`src/rtl/xbus_pkg.sv`:
```
// Shared types and widths for the xbus arbiter slice.
package xbus_pkg;

  // Arbiter FSM states: IDLE (bus free), GRANT (one-cycle grant pulse), BUSY (owner transfers)
  typedef enum logic [1:0] {
    IDLE  = 2'd0,
    GRANT = 2'd1,
    BUSY  = 2'd2
  } xb_state_t;

  localparam int XB_ADDR_W = 32;
  localparam int XB_DATA_W = 32;
  localparam int XB_BE_W   = 4;
  // Owner index width; covers up to 8 masters
  localparam int XB_IDX_W  = 3;

endpackage

```
`src/rtl/xbus_arbiter_rr_pick.sv`:
```
// Round-robin priority encoder: returns the first set request at or above
// i_ptr, wrapping around. i_ptr must be a valid index (< C_NUM_MASTERS).
module rr_pick
  import xbus_pkg::*;
#(
  parameter int C_NUM_MASTERS = 4
) (
  input  logic [C_NUM_MASTERS-1:0] i_req,
  input  logic [XB_IDX_W-1:0]      i_ptr,
  output logic [XB_IDX_W-1:0]      o_idx,
  output logic                     o_valid
);

  int w_dist;
  int w_best;

  // Choose the requester with the smallest forward distance from the pointer
  always_comb begin
    o_idx   = '0;
    o_valid = 1'b0;
    w_dist  = 0;
    w_best  = 0;
    for (int j = 0; j < C_NUM_MASTERS; j++) begin
      if (i_req[j]) begin
        if (j >= int'(i_ptr)) w_dist = j - int'(i_ptr);
        else                  w_dist = j + C_NUM_MASTERS - int'(i_ptr);
        if (!o_valid || (w_dist < w_best)) begin
          o_valid = 1'b1;
          w_best  = w_dist;
          o_idx   = XB_IDX_W'(j);
        end
      end
    end
  end

endmodule

```
`src/rtl/xbus_arbiter.sv`:
```
// Round-robin arbiter/multiplexer sharing one xbus slave among C_NUM_MASTERS
// masters. Optional select watchdog: define XBUS_ARBITER_WDOG_EN to add a
// timeout on the owner's ma_select and the wdog_err pulse output.
//
// Handshake: a master raises ma_req and holds it until it sees its one-cycle
// xbm_gnt pulse (a request dropped earlier is forgotten). After the grant it
// drives ma_select with addr/data/rnw/be; the transfer completes in the cycle
// where xb_select and xb_ack are both high, which is signalled to the owner as
// xbm_ack. The arbiter then returns to IDLE for at least one cycle.
module xbus_arbiter
  import xbus_pkg::*;
#(
  parameter int C_NUM_MASTERS = 4,
  parameter int C_SEL_TIMEOUT = 16
) (
  input  logic                           clk,
  input  logic                           rst,
  input  logic [C_NUM_MASTERS-1:0]       ma_req,
  output logic [C_NUM_MASTERS-1:0]       xbm_gnt,
  input  logic [C_NUM_MASTERS-1:0]       ma_select,
  input  logic [XB_ADDR_W*C_NUM_MASTERS-1:0] ma_addr,
  input  logic [XB_DATA_W*C_NUM_MASTERS-1:0] ma_data,
  input  logic [C_NUM_MASTERS-1:0]       ma_rnw,
  input  logic [XB_BE_W*C_NUM_MASTERS-1:0]   ma_be,
  output logic [C_NUM_MASTERS-1:0]       xbm_ack,
  output logic [XB_DATA_W-1:0]           xbm_data,
  output logic                           xb_select,
  output logic [XB_ADDR_W-1:0]           xb_addr,
  output logic [XB_DATA_W-1:0]           xb_data,
  output logic                           xb_rnw,
  output logic [XB_BE_W-1:0]             xb_be,
  input  logic                           xb_ack,
  input  logic [XB_DATA_W-1:0]           xb_rdata,
  output logic [XB_IDX_W-1:0]            owner,
  output logic                           busy,
`ifdef XBUS_ARBITER_WDOG_EN
  output logic                           wdog_err,
`endif
  output xb_state_t                      dbg_state,
  output logic [XB_IDX_W-1:0]            dbg_rr_ptr
);

  xb_state_t                r_state;
  logic [XB_IDX_W-1:0]      r_rr_ptr;
  logic [XB_IDX_W-1:0]      r_owner;
  logic                     r_busy;
  logic [C_NUM_MASTERS-1:0] r_gnt;

  logic [XB_IDX_W-1:0]      w_pick_idx;
  logic                     w_pick_valid;
  logic [C_NUM_MASTERS-1:0] w_pick_onehot;
  logic [XB_IDX_W-1:0]      w_next_ptr;
  logic                     w_sel;
  logic [XB_ADDR_W-1:0]     w_addr;
  logic [XB_DATA_W-1:0]     w_data;
  logic                     w_rnw;
  logic [XB_BE_W-1:0]       w_be;
  logic                     w_active;
  logic                     w_done;

  rr_pick #(
    .C_NUM_MASTERS (C_NUM_MASTERS)
  ) u_rr_pick (
    .i_req   (ma_req),
    .i_ptr   (r_rr_ptr),
    .o_idx   (w_pick_idx),
    .o_valid (w_pick_valid)
  );

  // One-hot form of the picked index, loaded into the grant register
  always_comb begin
    w_pick_onehot = '0;
    for (int i = 0; i < C_NUM_MASTERS; i++) begin
      w_pick_onehot[i] = (w_pick_idx == XB_IDX_W'(i));
    end
  end

  // Pointer moves one past the finishing owner, wrapping explicitly so a
  // non-power-of-two master count never yields an out-of-range index
  assign w_next_ptr = (r_owner == XB_IDX_W'(C_NUM_MASTERS - 1)) ? '0 : (r_owner + 3'd1);

  // Select the owner's transfer signals; nobody else can reach the slave
  always_comb begin
    w_sel  = 1'b0;
    w_addr = '0;
    w_data = '0;
    w_rnw  = 1'b0;
    w_be   = '0;
    for (int i = 0; i < C_NUM_MASTERS; i++) begin
      if (r_owner == XB_IDX_W'(i)) begin
        w_sel  = ma_select[i];
        w_addr = ma_addr[i*XB_ADDR_W +: XB_ADDR_W];
        w_data = ma_data[i*XB_DATA_W +: XB_DATA_W];
        w_rnw  = ma_rnw[i];
        w_be   = ma_be[i*XB_BE_W +: XB_BE_W];
      end
    end
  end

  // Slave side is live only in BUSY; reset forces it quiet immediately
  assign w_active  = (r_state == BUSY) && !rst;
  assign xb_select = w_active & w_sel;
  assign xb_addr   = w_active ? w_addr : '0;
  assign xb_data   = w_active ? w_data : '0;
  assign xb_rnw    = w_active & w_rnw;
  assign xb_be     = w_active ? w_be : '0;
  assign w_done    = xb_select & xb_ack;

  // Ack routed only to the owner
  always_comb begin
    xbm_ack = '0;
    for (int i = 0; i < C_NUM_MASTERS; i++) begin
      xbm_ack[i] = w_done && (r_owner == XB_IDX_W'(i));
    end
  end

  assign xbm_data   = xb_rdata;
  assign xbm_gnt    = r_gnt;
  assign owner      = r_owner;
  assign busy       = r_busy;
  assign dbg_state  = r_state;
  assign dbg_rr_ptr = r_rr_ptr;

`ifdef XBUS_ARBITER_WDOG_EN
  localparam int WDOG_W = $clog2(C_SEL_TIMEOUT + 1);

  logic [WDOG_W-1:0] r_wdog_cnt;
  logic              r_sel_seen;
  logic              r_wdog_err;
  logic              w_timeout;

  // Owner has spent C_SEL_TIMEOUT BUSY cycles without ever raising select
  assign w_timeout = (r_state == BUSY) && !r_sel_seen && !w_sel &&
                     (r_wdog_cnt == WDOG_W'(C_SEL_TIMEOUT - 1));
  assign wdog_err  = r_wdog_err;
`endif

  // Arbiter FSM with registered grant, owner, busy and pointer
  always_ff @(posedge clk) begin
    if (rst) begin
      r_state  <= IDLE;
      r_rr_ptr <= '0;
      r_owner  <= '0;
      r_busy   <= 1'b0;
      r_gnt    <= '0;
`ifdef XBUS_ARBITER_WDOG_EN
      r_wdog_cnt <= '0;
      r_sel_seen <= 1'b0;
      r_wdog_err <= 1'b0;
`endif
    end else begin
      r_gnt <= '0;
`ifdef XBUS_ARBITER_WDOG_EN
      r_wdog_err <= 1'b0;
`endif
      case (r_state)
        IDLE: begin
          if (w_pick_valid) begin
            r_owner <= w_pick_idx;
            r_gnt   <= w_pick_onehot;
            r_busy  <= 1'b1;
            r_state <= GRANT;
          end
        end
        GRANT: begin
          r_state <= BUSY;
`ifdef XBUS_ARBITER_WDOG_EN
          r_wdog_cnt <= '0;
          r_sel_seen <= 1'b0;
`endif
        end
        BUSY: begin
          if (w_done) begin
            r_state  <= IDLE;
            r_busy   <= 1'b0;
            r_rr_ptr <= w_next_ptr;
          end
`ifdef XBUS_ARBITER_WDOG_EN
          else if (w_timeout) begin
            r_state    <= IDLE;
            r_busy     <= 1'b0;
            r_rr_ptr   <= w_next_ptr;
            r_wdog_err <= 1'b1;
          end else if (w_sel) begin
            r_sel_seen <= 1'b1;
          end else if (!r_sel_seen) begin
            r_wdog_cnt <= r_wdog_cnt + 1'b1;
          end
`endif
        end
        default: begin
          r_state <= IDLE;
          r_busy  <= 1'b0;
        end
      endcase
    end
  end

endmodule

```
`config.mk`:
```
export PLATFORM = sky130hd
export DESIGN_NAME = xbus_arbiter
export DESIGN_NICKNAME = d
export VERILOG_FILES = /design/src/rtl/xbus_pkg.sv /design/src/rtl/xbus_arbiter_rr_pick.sv /design/src/rtl/xbus_arbiter.sv
export SDC_FILE = /design/constraint.sdc
export NUM_CORES = 1
export LEC_CHECK = 0
export CAP_MARGIN = 20
export CORE_AREA = 5 5 166 168
export CTS_BUF_LIST = sky130_fd_sc_hd__clkbuf_8
export CTS_CLUSTER_DIAMETER = 100
export DETAILED_ROUTE_END_ITERATION = 8
export DIE_AREA = 0 0 171 173
export GPL_TIMING_DRIVEN = 0
export PLACE_DENSITY = 0.51
export SLEW_MARGIN = 40
export SYNTH_ARGS = -nofsm -noshare
export SYNTH_HDL_FRONTEND = slang
export SYNTH_SLANG_ARGS = --single-unit
```
`constraint.sdc`:
```
create_clock -name clk -period 11.35 [get_ports clk]
set_input_delay 1.135 -clock clk [delete_from_list [all_inputs] [get_ports clk]]
set_output_delay 1.135 -clock clk [all_outputs]
set_load 0.01 [all_outputs]
```
Word level (Yosys, flattened, before mapping). Cells that the tools add are included.

Multiplexer cells: 55. Reduce and logical (&&, ||, !) cells: 20. $lt $le $gt $ge: 7. Bitwise operators: 6. Eq/ne operators: 10. Add/subtract/negate cells: 9.

Operators with widths (count): 32-bit 2-to-1 mux (22); 32-bit < comparator (3); 4-bit 2-to-1 mux (5); 1-bit 2-to-1 mux (18); 3-bit 2-to-1 mux (6); 3-bit by 3-bit subtractor with 4-bit output, first input constant (4); 3-bit by 2-bit == test with 1-bit output, second input constant (4); 1-bit by 3-bit subtractor with 4-bit output, first input constant (2); 2-bit by 3-bit subtractor with 4-bit output, first input constant (2); 3-bit by 1-bit == test with 1-bit output, second input constant (2); 1-bit by 3-bit greater-or-equal comparator with 1-bit output, first input constant (2); 2-bit by 3-bit greater-or-equal comparator with 1-bit output, first input constant (2); 3-bit logical NOT (2); 2-bit one-hot mux with 3 select lines (1); 2-bit AND reduction (3); 1-bit logical AND (5); 1-bit logical NOT (4); 2-bit 2-to-1 mux (2); 3-bit by 1-bit adder with 3-bit output, second input constant (1); 1-bit bitwise AND (3); 1-bit logical OR (3); 1-bit NOT (3); 1-bit one-hot mux with 3 select lines (1); 3-bit AND reduction (1); 6 further kinds (6).

Output and inout port bits: 119. Input bits: 319. Register bits after elaboration: 13. Logic and storage cells: 112.

Depth between registers and ports, before layout.
Depth after elaboration: 17. Gate-level depth with buffers: 21. Mapped depth without buffers: 21.

Hierarchy. Synthesis repeated with hierarchy kept, for this count alone.

Cell total of the unflattened synthesis: 491. Area, all modules: 3365.7 µm².

Modules (own cells, without submodules): xbus_arbiter (cells an instance 421, times used 1, seq. area each 260.2 µm², area an instance 2803.9 µm²); rr_pick (cells an instance 70, times used 1, seq. area each 0.0 µm², area an instance 561.8 µm²).

Worst setup path before layout. Ideal clock, no wire load.

Path kind: in2reg. Start point: in ma_req[0]. End point: reg r_gnt[0], in the netlist xbm_gnt[0]. Buffers on the path: 1. Arrival time: 4.819 ns. Stages on the path: 19. Required time: 11.234 ns. Slack: 6.415 ns. Library setup time: 0.116 ns. Cells stage by stage: buf_2 -> nand3b_1 -> ha_1 -> inv_1 -> nor2_1 -> and3b_2 -> o21ai_1 -> mux2_2 -> ha_1 -> nor4b_1 -> nand2_1 -> a21oi_2 -> nor2_1 -> mux2_1 -> ha_1 -> a41o_1 -> a2111oi_0 -> a21oi_2 -> and4_1.

Longest elaborated chain between the ends: 15. Elaborated cells on any way between the ends: 30. Those cells by class: order compare (3); mux (18); bitwise (1); reduce/logical (8).

RTL lines: start, declared (RTL line xbus_arbiter.sv:18) `input logic [C_NUM_MASTERS-1:0] ma_req,`; 32-bit 2-to-1 mux / 1-bit 2-to-1 mux (equally long branches) (RTL line xbus_arbiter_rr_pick.sv:24) `if (i_req[j]) begin`; 32-bit < comparator / 1-bit logical NOT (equally long branches) (RTL line xbus_arbiter_rr_pick.sv:27) `if (!o_valid || (w_dist < w_best)) begin`; 1-bit logical OR (RTL line xbus_arbiter_rr_pick.sv:27); 32-bit 2-to-1 mux / 1-bit 2-to-1 mux (equally long branches) (RTL line xbus_arbiter_rr_pick.sv:27); 32-bit 2-to-1 mux / 1-bit 2-to-1 mux (equally long branches) (RTL line xbus_arbiter_rr_pick.sv:24); 32-bit < comparator / 1-bit logical NOT (equally long branches) (RTL line xbus_arbiter_rr_pick.sv:27); 1-bit logical OR (RTL line xbus_arbiter_rr_pick.sv:27); 32-bit 2-to-1 mux / 1-bit 2-to-1 mux (equally long branches) (RTL line xbus_arbiter_rr_pick.sv:27); 32-bit 2-to-1 mux / 1-bit 2-to-1 mux (equally long branches) (RTL line xbus_arbiter_rr_pick.sv:24); 32-bit < comparator / 1-bit logical NOT (equally long branches) (RTL line xbus_arbiter_rr_pick.sv:27); 1-bit logical OR (RTL line xbus_arbiter_rr_pick.sv:27); 1-bit 2-to-1 mux (RTL line xbus_arbiter_rr_pick.sv:27); 1-bit 2-to-1 mux (RTL line xbus_arbiter_rr_pick.sv:24); 1-bit NOT (no source line); 3-bit OR reduction (no source line); end signal, assigned (RTL line xbus_arbiter.sv:160) `r_gnt <= w_pick_onehot;`; end, declared (RTL line xbus_arbiter.sv:47) `logic [C_NUM_MASTERS-1:0] r_gnt;`.

Parallel ways exist; a longest one is shown, timed or not. A chain may end at the register's enable or synchronous reset.

Worst setup path in the final report. Same ends and word-level chain as after synthesis.

==> metrics.md <==
| Metric | Value |
|---|---|
| Status | `completed` |
| Filler instances | `2835` |
| Die Height | `173 um` |
| DRT Wirelength | `25.9 mm` |
| Worst-path clk slew | `0.06 ns` |
| Unique cell type count in the Yosys netlist | `41` |
| Fmax | `0.190 GHz` |
| Yosys top cell area share | `19.0%` |
| Share of layout cells above drive strength 1 | `5.43%` |
| Slew @ Worst Pin | `0.689 ns` |
| Die ar. | `29600 sq um` |
| Power, Total | `0.595 mW` |
| Dpl hpwl | `21.4 mm` |
| HP Class | `flop to flop` |
| Vias | `5607` |
| Cells after DPL | `1289` |
| Logic pwr share | `85.1%` |
| Tot GR Track Use | `15.8%` |
| Worst Hold Depth | `1` |
| Final Max Tran Viols | `0` |
| Clock Power Share | `6.7%` |
| Port-buffer cells | `402` |
| H-tree depth | `1` |
| Main combinational cell family by area after synthesis | `compound AO/OA/AOI/OAI gates` |
| Avg Synthesized Cell Area | `5.82 sq um` |
| Number of global-route vias before repair | `5735` |
| Largest area contributor in the netlist | `a221oi_1` |
| Rows | `59` |
| Die X | `171 um` |
| FF-to-FF End | `xbm_gnt[0]` |
| Max-cap violations | `0` |
| Int Power | `0.318 mW` |
| Worst path required time | `11.47 ns` |
| DRC Markers | `0` |
| Synth Area in XOR/XNOR | `0%` |
| Non-filler cells, final | `1294` |
| Synth Area in Compound Gates | `36.1%` |
| Final Critical Period | `5.26 ns` |
| Pin count of the biggest net entering global routing | `11` |
| CTS tree | `built` |
| Rel. slew slack | `54.1%` |
| Ys async rst share | `0%` |
| Routed WL per cell | `20.0 um` |
| Final ANT Viol Nets | `0` |
| Sequential Power Share | `8.1%` |
| Pre-CTS setup slack | `5.87 ns` |
| Leakage power | `2.74 nW` |
| Post-synth EDFFs | `0` |
| 1st-iter DRT viols | `218` |
| Setup repair bufs after CTS | `0` |
| Nets | `1290` |
| RSZ-0062 raised after global routing | `no` |
| Adder-cell share of the synthesized area | `4.73%` |
| Switching Fraction | `46.6%` |
| Initial antenna violation count | `1` |
| Post-route core utilization | `29.9%` |
| WS Path Type | `input port to flop` |
| Max VDD drop | `67.2 uV` |
| Primary FF master, synth | `dfxtp_1` |
| Synth area leaders | `a221oi_1 19%, nor2_1 17%, nor3_1 12%` |
| First-pass GRT wire length | `36.7 mm` |
| Commonest cells after routing, fill and taps aside | `402 x clkdlybuf4s50_1, 143 x nor2_1, 74 x nor3_1, 73 x a21oi_1, 69 x a221oi_1` |
| Hold Path Sink | `busy` |
| Post-route setup slack | `6.09 ns` |
| Register bit total from synthesis | `11` |
| Critical Path Fanout Max | `10` |
| I/O pin cnt | `438` |
| Core area | `25800 sq um` |
| Commonest non-fill, non-tap cell in the layout | `clkdlybuf4s50_1` |
| R2R setup slack | `6.41 ns` |
| Crit path DAT | `5.38 ns` |
| Reg-to-Reg Start | `dbg_rr_ptr[0]` |
| Gpl congestion | `0.840` |
| Synth warnings | `0` |
| R2R depth | `21` |
| Clock skew | `0.00227 ns` |
| Initial core utilization | `12.3%` |
| Min-delay src | `busy` |
| Final count of negative-setup-slack endpoints | `0` |
| Post-synthesis mux area share | `0.709%` |
| CTS max path bufs | `2` |
| Startpoint types | `input port` |
| CTS sink cnt | `11` |
| Crit path capture type | `flop` |
| Final Hold Fails | `0` |
| Register area share after synthesis | `6.93%` |
| Pwr/cell area | `77.3 nW/um^2` |
| Worst-Skew Late Latency | `0.24 ns` |
| Number of CTS-inserted buffers | `3` |
| Post-Synthesis Cells | `546` |
| Mapped Area | `3180 sq um` |
| Switching pwr | `0.277 mW` |
| Simple-gate share of the synthesized area | `35.1%` |
| Pre-antenna DRT Iters | `5` |
| Setup TNS | `0 ns` |
| Cts repair resizes | `0` |
| Area Overhead vs Synth | `142%` |
| Grt ovf | `0` |
| Clock root buffer | `clkbuf_8` |
| Vias per cell | `4.33` |
| Period utilization | `46.3%` |
| Hold_buf cts | `0` |
-- layout make-up --
type / instances / area, sq um / share of cell area (%)
antenna: 1 / 2.50 / 0.0325
buffer: 90 / 472 / 6.13
clock buffer: 3 / 41.3 / 0.537
clock inverter: 1 / 5.00 / 0.0651
inverter: 11 / 41.3 / 0.537
multi-input combinational: 440 / 2470 / 32.1
sequential: 11 / 220 / 2.86
tap: 335 / 419 / 5.45
timing repair buffer: 402 / 4020 / 52.3
-- layer usage --
metal	up-vias	wire length, um	global-route usage [%]
li1	2785	-	-
met1	2563	10500	19.4
met2	241	13100	29.2
met3	18	1980	2.85
met4	0	310	2.18
met5	-	0	0
-- kinds of logic after synthesis --
group,after synthesis
fa+ha+maj,12
simple gates,251
other cells,2
mux,2
compound gates,167
buf+inv,101
flops,11
-- stage by stage --
| step | cell area, sq um | hold slack (ns) |
|---|---|---|
| finish | 7690 | 0.516 |
| global route | 7690 | 0.550 |
| CTS | 7690 | 0.523 |
| global placement | 7640 | 0.499 |
| detailed placement | 7640 | 0.501 |
| floorplan | 3200 | 0.531 |
-- state kept, by name, summed over array words and instances, names as in the netlist --
register and count:
busy 1, dbg_rr_ptr 2, dbg_state 2, owner 2
xbm_gnt 4
-- power by group through the flow --
stage | clock network [mW] | registers, mW | logic (mW)
detailed placement | 0 | 0.0491 | 0.506
floorplan | 0 | 0.0492 | 0.268
CTS | 0.0404 | 0.0485 | 0.509
global placement | 0 | 0.0492 | 0.508
global route | 0.0423 | 0.0492 | 0.561
finish | 0.0400 | 0.0484 | 0.506
-- Yosys cell counts, types with 2 or more instances --
master and n:
a21oi_1 73, and3_1 4, ha_1 12, nor2_1 143
o31ai_1 2, clkbuf_1 46, buf_2 5, buf_4 34
o21a_1 2, nor3_1 74, conb_1 2, nand2_1 11
dfxtp_1 11, a21oi_2 3, o21ai_0 7, buf_1 5
nand3b_1 3, inv_1 10, nand2b_1 2, o21ai_1 2
or2b_1 2, a221oi_1 69, a311o_1 2, a31oi_1 2
nor2b_1 4
-- critical path: stages --
cell and delay (ns):
buf_2 0.18, nand3b_1 0.17, ha_1 0.37, inv_1 0.09, nor2_1 0.06, and3b_2 0.21
o21ai_1 0.26, mux2_2 0.39, ha_1 0.19, nor4b_1 0.25, nand2_1 0.10, a21oi_2 0.13
nor2_1 0.11, mux2_1 0.33, ha_1 0.31, a21oi_1 0.20, o21ai_0 0.11, a2111oi_0 0.43
a21oi_2 0.11, and4_1 0.25
-- how the worst max path moves through the flow --
stage / start / end / slack, ns
floorplan: ma_req[0] / xbm_gnt[0] / 6.41
global placement: ma_req[0] / xbm_gnt[0] / 5.82
detailed placement: ma_req[0] / xbm_gnt[0] / 5.87
CTS: ma_req[0] / xbm_gnt[0] / 6.10
global route: ma_req[0] / xbm_gnt[0] / 5.74
finish: ma_req[0] / xbm_gnt[0] / 6.09
(Power assumes the default switching activity.)
